## src/rtl/gumnut_port_pkg.sv

```systemverilog
// Shared definitions for the Gumnut I/O port responder: register offsets,
// control/status bit positions and the bus handshake state encoding.
package gumnut_port_pkg;

  localparam logic [2:0] OFF_LED     = 3'd0;
  localparam logic [2:0] OFF_SWIN    = 3'd1;
  localparam logic [2:0] OFF_TCTRL   = 3'd2;
  localparam logic [2:0] OFF_TRELOAD = 3'd3;
  localparam logic [2:0] OFF_TCOUNT  = 3'd4;
  localparam logic [2:0] OFF_STATUS  = 3'd5;

  localparam int TCTRL_EN       = 0;
  localparam int TCTRL_IRQ_EN   = 1;
  localparam int TCTRL_AUTO     = 2;
  localparam int STATUS_EXPIRED = 0;

  typedef enum logic [1:0] {IDLE, WAIT, ACK, HOLD} port_state_t;

endpackage

```

## src/rtl/gumnut_port_timer.sv

```systemverilog
// Prescaled 8-bit down-count timer: owns the enable bit, reload value,
// current count and the sticky expiry flag.
module port_timer #(
  parameter int PRESC_DIV = 16
) (
  input  logic       clkg,
  input  logic       rst,
  input  logic       ctrl_wr_i,
  input  logic       ctrl_en_i,
  input  logic       auto_reload_i,
  input  logic       reload_wr_i,
  input  logic [7:0] reload_dat_i,
  input  logic       clr_i,
  output logic       en_o,
  output logic [7:0] reload_o,
  output logic [7:0] count_o,
  output logic       expired_o
);

  localparam int PW = (PRESC_DIV > 1) ? $clog2(PRESC_DIV) : 1;
  localparam logic [PW-1:0] PRESC_LAST = PW'(PRESC_DIV - 1);

  logic [PW-1:0] presc_q, presc_d;
  logic [7:0]    count_q, count_d;
  logic [7:0]    reload_q, reload_d;
  logic          en_q, en_d;
  logic          exp_q, exp_d;
  logic          tick;
  logic          expiry;

  assign tick   = en_q && (presc_q == PRESC_LAST);
  assign expiry = tick && (count_q == 8'd0);

  always_comb begin
    presc_d  = presc_q;
    count_d  = count_q;
    reload_d = reload_q;
    en_d     = en_q;
    exp_d    = exp_q;

    if (en_q) presc_d = tick ? '0 : presc_q + 1'b1;

    if (tick && count_q != 8'd0) begin
      count_d = count_q - 8'd1;
    end else if (expiry) begin
      if (auto_reload_i) count_d = reload_q;
      else               en_d    = 1'b0;
    end

    // Expiry beats any clear arriving on the same edge.
    if (expiry)     exp_d = 1'b1;
    else if (clr_i) exp_d = 1'b0;

    // Bus writes override whatever the timer decided this cycle.
    if (ctrl_wr_i) en_d = ctrl_en_i;
    if (reload_wr_i) begin
      reload_d = reload_dat_i;
      count_d  = reload_dat_i;
      presc_d  = '0;
    end
  end

  always_ff @(posedge clkg or posedge rst) begin
    if (rst) begin
      presc_q  <= '0;
      count_q  <= '0;
      reload_q <= '0;
      en_q     <= 1'b0;
      exp_q    <= 1'b0;
    end else begin
      presc_q  <= presc_d;
      count_q  <= count_d;
      reload_q <= reload_d;
      en_q     <= en_d;
      exp_q    <= exp_d;
    end
  end

  assign en_o      = en_q;
  assign reload_o  = reload_q;
  assign count_o   = count_q;
  assign expired_o = exp_q;

endmodule

```

## src/rtl/gumnut_port_responder.sv

```systemverilog
// Responder end of the Gumnut port bus: window decode, handshake FSM,
// LED/switch/timer register file and a registered interrupt request.
module gumnut_port_responder
  import gumnut_port_pkg::*;
#(
  parameter logic [7:0] BASE_ADDR   = 8'h00,
  parameter int         WAIT_STATES = 0,
  parameter int         PRESC_DIV   = 16,
  parameter int         SYNC_STAGES = 2
) (
  input  logic        clkg,
  input  logic        rst,
  input  logic        port_cyc_i,
  input  logic        port_stb_i,
  input  logic        port_we_i,
  input  logic [7:0]  port_adr_i,
  input  logic [7:0]  port_dat_i,
  output logic [7:0]  port_dat_o,
  output logic        port_ack_o,
  input  logic [7:0]  sw_i,
  output logic [7:0]  led_o,
  output logic        int_req_o,
  input  logic        int_ack_i,
  output port_state_t dbg_state_o
);

  // Bus contract: a request is cyc & stb & in-window address, sampled on one
  // clkg edge; address/data/we are frozen then. ack is a one-cycle pulse with
  // port_dat_o valid alongside it. The initiator must drop stb to release HOLD.

  localparam logic [2:0] WS_LAST = 3'(WAIT_STATES - 1);

  port_state_t state_q, state_d;
  logic [2:0]  wcnt_q, wcnt_d;
  logic [2:0]  adr_q, adr_d;
  logic [7:0]  wd_q, wd_d;
  logic        we_q, we_d;
  logic        ack_q;
  logic [7:0]  dat_q;

  logic        req;
  logic [2:0]  rd_off;
  logic [7:0]  rd_data;
  logic        wr;

  logic [7:0]  led_q;
  logic        irq_en_q;
  logic        auto_q;
  logic        int_req_q;
  logic [SYNC_STAGES-1:0][7:0] sync_q;

  logic        t_en;
  logic [7:0]  t_reload;
  logic [7:0]  t_count;
  logic        t_expired;

  assign req = port_cyc_i && port_stb_i && (port_adr_i[7:3] == BASE_ADDR[7:3]);

  always_comb begin
    state_d = state_q;
    wcnt_d  = wcnt_q;
    adr_d   = adr_q;
    wd_d    = wd_q;
    we_d    = we_q;
    case (state_q)
      IDLE: if (req) begin
        adr_d   = port_adr_i[2:0];
        wd_d    = port_dat_i;
        we_d    = port_we_i;
        wcnt_d  = '0;
        state_d = (WAIT_STATES == 0) ? ACK : WAIT;
      end
      WAIT: begin
        if (!(port_cyc_i && port_stb_i)) state_d = IDLE;
        else if (wcnt_q == WS_LAST)      state_d = ACK;
        else                             wcnt_d  = wcnt_q + 3'd1;
      end
      ACK:     state_d = HOLD;
      HOLD:    if (!port_stb_i) state_d = IDLE;
      default: state_d = IDLE;
    endcase
  end

  // Read data is sampled on the edge that enters ACK; from IDLE the address
  // is still only on the bus, not yet in adr_q.
  assign rd_off = (state_q == IDLE) ? port_adr_i[2:0] : adr_q;

  always_comb begin
    rd_data = 8'h00;
    case (rd_off)
      OFF_LED:     rd_data = led_q;
      OFF_SWIN:    rd_data = sync_q[SYNC_STAGES-1];
      OFF_TCTRL:   rd_data = {5'b0, auto_q, irq_en_q, t_en};
      OFF_TRELOAD: rd_data = t_reload;
      OFF_TCOUNT:  rd_data = t_count;
      OFF_STATUS:  rd_data = {7'b0, t_expired};
      default:     rd_data = 8'h00;
    endcase
  end

  always_ff @(posedge clkg or posedge rst) begin
    if (rst) begin
      state_q <= IDLE;
      wcnt_q  <= '0;
      adr_q   <= '0;
      wd_q    <= '0;
      we_q    <= 1'b0;
      ack_q   <= 1'b0;
      dat_q   <= '0;
    end else begin
      state_q <= state_d;
      wcnt_q  <= wcnt_d;
      adr_q   <= adr_d;
      wd_q    <= wd_d;
      we_q    <= we_d;
      ack_q   <= (state_d == ACK);
      dat_q   <= (state_d == ACK) ? rd_data : 8'h00;
    end
  end

  assign wr = (state_q == ACK) && we_q;

  always_ff @(posedge clkg or posedge rst) begin
    if (rst) begin
      led_q     <= '0;
      irq_en_q  <= 1'b0;
      auto_q    <= 1'b0;
      int_req_q <= 1'b0;
      sync_q    <= '0;
    end else begin
      if (wr && adr_q == OFF_LED) led_q <= wd_q;
      if (wr && adr_q == OFF_TCTRL) begin
        irq_en_q <= wd_q[TCTRL_IRQ_EN];
        auto_q   <= wd_q[TCTRL_AUTO];
      end
      int_req_q <= t_expired && irq_en_q;
      sync_q[0] <= sw_i;
      for (int i = 1; i < SYNC_STAGES; i++) sync_q[i] <= sync_q[i-1];
    end
  end

  port_timer #(.PRESC_DIV(PRESC_DIV)) u_timer (
    .clkg          (clkg),
    .rst           (rst),
    .ctrl_wr_i     (wr && adr_q == OFF_TCTRL),
    .ctrl_en_i     (wd_q[TCTRL_EN]),
    .auto_reload_i (auto_q),
    .reload_wr_i   (wr && adr_q == OFF_TRELOAD),
    .reload_dat_i  (wd_q),
    .clr_i         ((wr && adr_q == OFF_STATUS && wd_q[STATUS_EXPIRED]) || int_ack_i),
    .en_o          (t_en),
    .reload_o      (t_reload),
    .count_o       (t_count),
    .expired_o     (t_expired)
  );

  assign port_ack_o  = ack_q;
  assign port_dat_o  = dat_q;
  assign led_o       = led_q;
  assign int_req_o   = int_req_q;
  assign dbg_state_o = state_q;

endmodule

```

## config.mk

```make
export PLATFORM = sky130hd
export DESIGN_NAME = gumnut_port_responder
export DESIGN_NICKNAME = d
export VERILOG_FILES = /design/src/rtl/gumnut_port_pkg.sv /design/src/rtl/gumnut_port_timer.sv /design/src/rtl/gumnut_port_responder.sv
export SDC_FILE = /design/constraint.sdc
export NUM_CORES = 1
export LEC_CHECK = 0
export ABC_CLOCK_PERIOD_IN_PS = 2800
export CAP_MARGIN = 30
export CORE_MARGIN = 1
export CORE_UTILIZATION = 49
export DETAILED_ROUTE_END_ITERATION = 7
export PLACE_DENSITY = 0.77
export SLEW_MARGIN = 10
export SYNTH_ARGS = -nofsm -noshare
export SYNTH_HDL_FRONTEND = slang
export SYNTH_SLANG_ARGS = --single-unit
```

## constraint.sdc

```tcl
create_clock -name clkg -period 2.8 [get_ports clkg]
set_clock_uncertainty 0.05 [all_clocks]
set_input_delay 0.7 -clock clkg [delete_from_list [all_inputs] [get_ports clkg]]
set_output_delay 0.7 -clock clkg [all_outputs]
set_load 0.02 [all_outputs]
```

# == After elaboration in Yosys (flattened, before gate mapping) ==
# Index checks and enable logic that the tools add are counted.
# totals
register_bits,75
output_inout_bits,20
inputBits,30
word_cells,94
# op_classes
reduce_logical,29
n_eq_ne,19
n_mux,25
n_addsub,3
# op_table
op,count
8-bit case mux with 6 select lines,1
8-bit two-way mux,5
"3-bit by 2-bit == test with 1-bit output, second input constant",4
"3-bit == test, second input constant",4
1-bit logical AND,12
3-bit two-way mux,4
4-bit two-way mux,3
8-bit logical NOT,1
2-bit two-way mux,4
2-bit case mux with 4 select lines,1
2-bit nonzero test,4
8-bit nonzero test,1
"8-bit by 1-bit subtractor with 8-bit output, second input constant",1
"2-bit == test, second input constant",3
3-bit logical NOT,2
1-bit two-way mux,6
"2-bit inequality test, second input constant",3
3-bit case mux with 2 select lines,1
3-bit nonzero test,2
5-bit logical NOT,1
"4-bit by 1-bit adder with 4-bit output, second input constant",1
"4-bit == test, second input constant",1
"2-bit by 1-bit inequality test with 1-bit output, second input constant",2
2-bit AND reduction,2
other kinds (7),7

# == Logic depth before layout (Yosys ltp) ==
# depth
depth_word,7
ltp_mapped,9
depth_no_buf,7

# == Hierarchy ==
# A second synthesis with hierarchy kept.
# unflattened
cells_unflattened,305
area_unflattened_um2,3519.6
# by_module_without_submodules
module,n_inst,seq_area_each_um2,area_each_um2,cells_each
gumnut_port_responder,1,1326.3,2280.9,170
port_timer,1,550.5,1238.7,135

# == Worst setup path before layout ==
# OpenSTA, ideal clock, no wires.
# synth_path
path_type,register to register
start,register state_q[0] (netlist: dbg_state_o[0])
end,register dat_q[0] (netlist: port_dat_o[0])
path_stages_with_launch,7
required_time_ps,2626
setup_ps,124
path_buffers,1
period_less_slack_ps,1969
setup_slack_ps,831
t_arrival_ps,1795
cell_sequence,dfrtp_1 buf_2 nor2_4 mux2i_2 mux2i_1 nor3b_1 o31a_1
# synth_between
elab_chain_cells,5
word_cells_on_any_way,19
classes_between,eq/ne: 9; mux: 8; reduce/logical: 2
# synth_rtl
item,line_no,text
"start, declared",gumnut_port_responder.sv:33,"port_state_t state_q, state_d;"
"start signal, assigned",gumnut_port_responder.sv:111,state_q <= state_d;
2-bit logical NOT or 2-bit two-way mux (tied branches),"gumnut_port_responder.sv:65, gumnut_port_responder.sv:86, gumnut_port_responder.sv:75",
3-bit two-way mux or 2-bit two-way mux (tied branches),"gumnut_port_responder.sv:86, gumnut_port_responder.sv:74",
"3-bit == test, or another cell as far along",gumnut_port_responder.sv:90,case (rd_off)
8-bit case mux with 6 select lines or 2-bit == test (tied branches),"gumnut_port_responder.sv:90, gumnut_port_responder.sv:117",
8-bit two-way mux (*),gumnut_port_responder.sv:117,dat_q <= (state_d == ACK) ? rd_data : 8'h00;
"end signal, assigned",gumnut_port_responder.sv:117,
"end, declared",gumnut_port_responder.sv:39,logic [7:0] dat_q;
# Mark *: on every way between the ends. The rest lies on a longest branch, timed or not.
# A chain may end at the register's enable or synchronous reset.

# == Worst setup path in the final report ==
# layout_path
start,register state_q[0] (netlist: dbg_state_o[0])
end,output port dbg_state_o[0]
# layout_rtl
item,line_no,text
"end, declared",gumnut_port_responder.sv:24,output port_state_t dbg_state_o
# No word-level cell between the ends.

==> impl_metrics.py <==
metrics = {
    "routing": {
        "dr.pass1.iters": 5,
        "vias": 2516,
        "final_antenna_net_count": 0,
        "drt_iter0_markers": 167,
        "wl_per_cell_um": 15.8,
        "vias_per_cell": 5.48,
        "wl_um": 7270,
        "drc": 0,
    },
    "final_layout": {
        "final_layout_size_suffix_gt1_share_pct": 11.8,
        "nets": 393,
        "mostFrequentLayoutCells": "dfrtp_1 (75), clkdlybuf4s50_1 (49), nand2_1 (33)",
        "syn2layout_area_growth_pct": 22.5,
        "n_antenna_cell": 0,
        "stdcell_count": 459,
        "layout_commonest_cell": "dfrtp_1",
    },
    "cts": {
        "path_clk_slew_ns": 0.08,
        "htree_levels": 3,
        "clock_sinks": 75,
        "clk_latency_ns": 0.36,
        "cts_hold_buf": 0,
        "ctsResizeCount": 0,
        "numCtsBuffers": 9,
        "tritoncts": "built",
        "cts_buffer_depth": 2,
        "postCtsSetupBuffers": 0,
        "cts_root_buf": "clkbuf_8",
    },
    "floorplanning": {
        "num_rows": 30,
        "die_width_um": 86.4,
        "fp.dieArea_sq_mm": 0.00747,
        "start_util_pct": 51.1,
        "coreArea_sq_mm": 0.00683,
        "die_y_um": 86.4,
        "num_io_pins": 50,
    },
    "sta": {
        "slew_headroom_pct": 61.1,
        "worst_pin_slew_ns": 0.583,
        "final_hold_viol_count": 0,
        "rsz0062_at_grt": "false",
        "fmax_mhz": 426,
        "setup_viol": 0,
        "final.min_clock_period_ns": 2.35,
        "timing.final.crit_share_pct": 83.9,
        "finalSetupTns_ns": 0,
        "finalMaxSlewViolations": 0,
    },
    "global_route": {
        "antenna_found_initial": 0,
        "grt_use_total_pct": 21.2,
        "gr-total-overflow": 0,
        "grt_pass1_vias": 2413,
        "grt_pass1_wl_um": 11800,
        "grt_max_degree": 76,
    },
    "worst_setup_path": {
        "end_kind": "output pin",
        "crit_family": "buffers and inverters",
        "path_class": "reg -> out",
        "critPathMaxStageDelay_ns": 0.67,
        "crit_chain": "clkdlybuf4s50_1",
        "required_ns": 2.05,
        "crit_buf_inv": 1,
        "arrival_ns": 1.60,
        "critPathMaxFanout": 11,
        "crit_path_top_delay_cell": "clkdlybuf4s50_1",
        "cp-start-kind": "flip-flop",
    },
    "power": {
        "pwr-share-seq_pct": 48.5,
        "comb_power_share_pct": 22.1,
        "clkPwrFrac_pct": 29.4,
        "swShare_pct": 31.5,
        "ir_worst_vdd_mv": 0.379,
        "power.density_mw_per_mm2": 615,
        "power.leakage_nw": 1.93,
        "p_switching_w": 0.000828,
        "p_int_w": 0.00180,
    },
    "yosys": {
        "synth_compound_area_share_pct": 11.3,
        "ys_async_sr_fraction_pct": 100,
        "yosysUniqueCellTypes": 59,
        "ys_seq_area_share_pct": 53.7,
        "synth_edf_count": 0,
        "synthSimpleGateAreaFrac_pct": 15.0,
        "synth_top_family_by_area": "simple AND/OR/NAND/NOR gates",
        "synth_mux_area_share_pct": 13.7,
        "synth-seq-cells": 75,
        "synthesis.nets": 339,
        "synth_fa_ha_area_share_pct": 1.79,
        "synthXorXnorAreaFrac_pct": 1.00,
        "yosys_warnings": 0,
        "synth_cells": 304,
        "synthFlopType": "dfrtp_1",
        "synth.avg_cell_area_sq_um": 11.5,
        "synth_area_sq_mm": 0.00349,
    },
    "hold_path": {
        "hp-class": "reg -> reg",
    },
    "job": {
        "drv_cap": 0,
    },
    "run_status": {
        "status": "finished clean",
    },
    "place": {
        "dpl.cell_count": 443,
        "port_buffers": 49,
        "hpwl_um": 5150,
        "gp_congestion": 0.874,
    },
}
==> flip-flops by register name, summed over array words and instances (netlist names), 2 cells and up <==
| register | count |
|---|---|
| adr_q | 3 |
| dbg_state_o | 2 |
| led_o | 8 |
| port_dat_o | 8 |
| sync_q | 16 |
| u_timer.count_o | 8 |
| u_timer.presc_q | 4 |
| u_timer.reload_o | 8 |
| wcnt_q | 3 |
| wd_q | 8 |
==> metrics by stage <==
step           util (%)  instance area (sq um)  total power (W)  worst slack [ns]  hold WS (ns)
2_1_floorplan         -                   3490          0.00168             0.140         0.281
3_3_place_gp       59.9                   4090          0.00186             0.471         0.282
3_5_place_dp       59.9                   4090          0.00188             0.411         0.286
4_1_cts            62.6                   4280          0.00266             0.436         0.305
5_1_grt            62.6                   4280          0.00276             0.393         0.314
6_report           62.6                   4280          0.00263             0.452         0.303
==> cell usage after synthesis (2+ instances only) <==
| cell type | instances | area share [%] |
|---|---|---|
| xnor2_1 | 3 | 0.75 |
| and2_1 | 2 | 0.36 |
| nor2_1 | 19 | 2.0 |
| inv_1 | 12 | 1.3 |
| nor4_1 | 3 | 0.54 |
| mux2_2 | 4 | 1.3 |
| o22a_1 | 5 | 1.3 |
| dfrtp_1 | 75 | 54 |
| buf_6 | 2 | 0.64 |
| ha_1 | 5 | 1.8 |
| o21ai_1 | 5 | 0.72 |
| mux2i_4 | 2 | 1.3 |
| nand4b_1 | 2 | 0.50 |
| nor3_1 | 7 | 1.0 |
| mux2i_1 | 16 | 4.6 |
| o211ai_1 | 4 | 0.86 |
| nand3_1 | 4 | 0.57 |
| o21ai_2 | 2 | 0.50 |
| nor3b_1 | 5 | 1.1 |
| a21oi_1 | 13 | 1.9 |
| or2_1 | 2 | 0.36 |
| clkbuf_1 | 2 | 0.22 |
| nand2b_1 | 3 | 0.54 |
| a22o_1 | 2 | 0.50 |
| a31oi_1 | 8 | 1.4 |
| o21ai_0 | 4 | 0.57 |
| nand2_1 | 33 | 3.5 |
| buf_2 | 9 | 1.3 |
| nand3b_1 | 3 | 0.64 |
| mux2_1 | 19 | 6.1 |
==> final cells by class <==
class | instances | area [sq um]
timing repair buffer | 56 | 556
clock inverter | 7 | 60.1
tap | 96 | 120
inverter | 12 | 45.0
fill | 586 | 2550
multi-input combinational | 204 | 1500
sequential | 75 | 1880
clock buffer | 9 | 124
==> cell families (layout without fill, tap and decap cells) <==
group | Yosys count | in the layout
multiplexers | 42 | 42
buffers and inverters | 25 | 84
AND/OR/NAND/NOR | 96 | 96
AO/OA/AOI/OAI | 57 | 57
XOR/XNOR | 4 | 4
flip-flops | 75 | 75
adder cells (fa/ha/maj) | 5 | 5
==> final timing paths <==
kind	from	endpoint	slack (ns)	depth (start not counted)
min in group asynchronous	rst	port_dat_o[3]	0.68	3
setup reg to reg	u_timer.count_o[0]	u_timer.count_o[0]	0.61	7
hold / removal	sync_q[7]	sync_q[15]	0.30	0
setup / recovery	dbg_state_o[0]	dbg_state_o[0]	0.45	1
max in group asynchronous	rst	u_timer.count_o[4]	1.69	3
hold reg to reg	sync_q[7]	sync_q[15]	0.30	0
==> power groups by stage <==
stage | Combinational (W) | Sequential, W | Clock (W)
final | 0.000581 | 0.00128 | 0.000774
after global routing | 0.000637 | 0.00129 | 0.000838
after CTS | 0.000587 | 0.00128 | 0.000793
after detailed placement | 0.000583 | 0.00130 | 0
after global placement | 0.000569 | 0.00130 | 0
after floorplan | 0.000380 | 0.00130 | 0
==> per-layer routing <==
metal / track usage (%) / part of all wire, % / up-vias
met5: 0 / 0 / -
met4: 9.55 / 1.9 / 0
met3: 3.71 / 3.9 / 13
met2: 34.0 / 49 / 56
met1: 28.3 / 45 / 1246
li1: - / - / 1201
No activity file was read; power rests on OpenSTA's default activity.
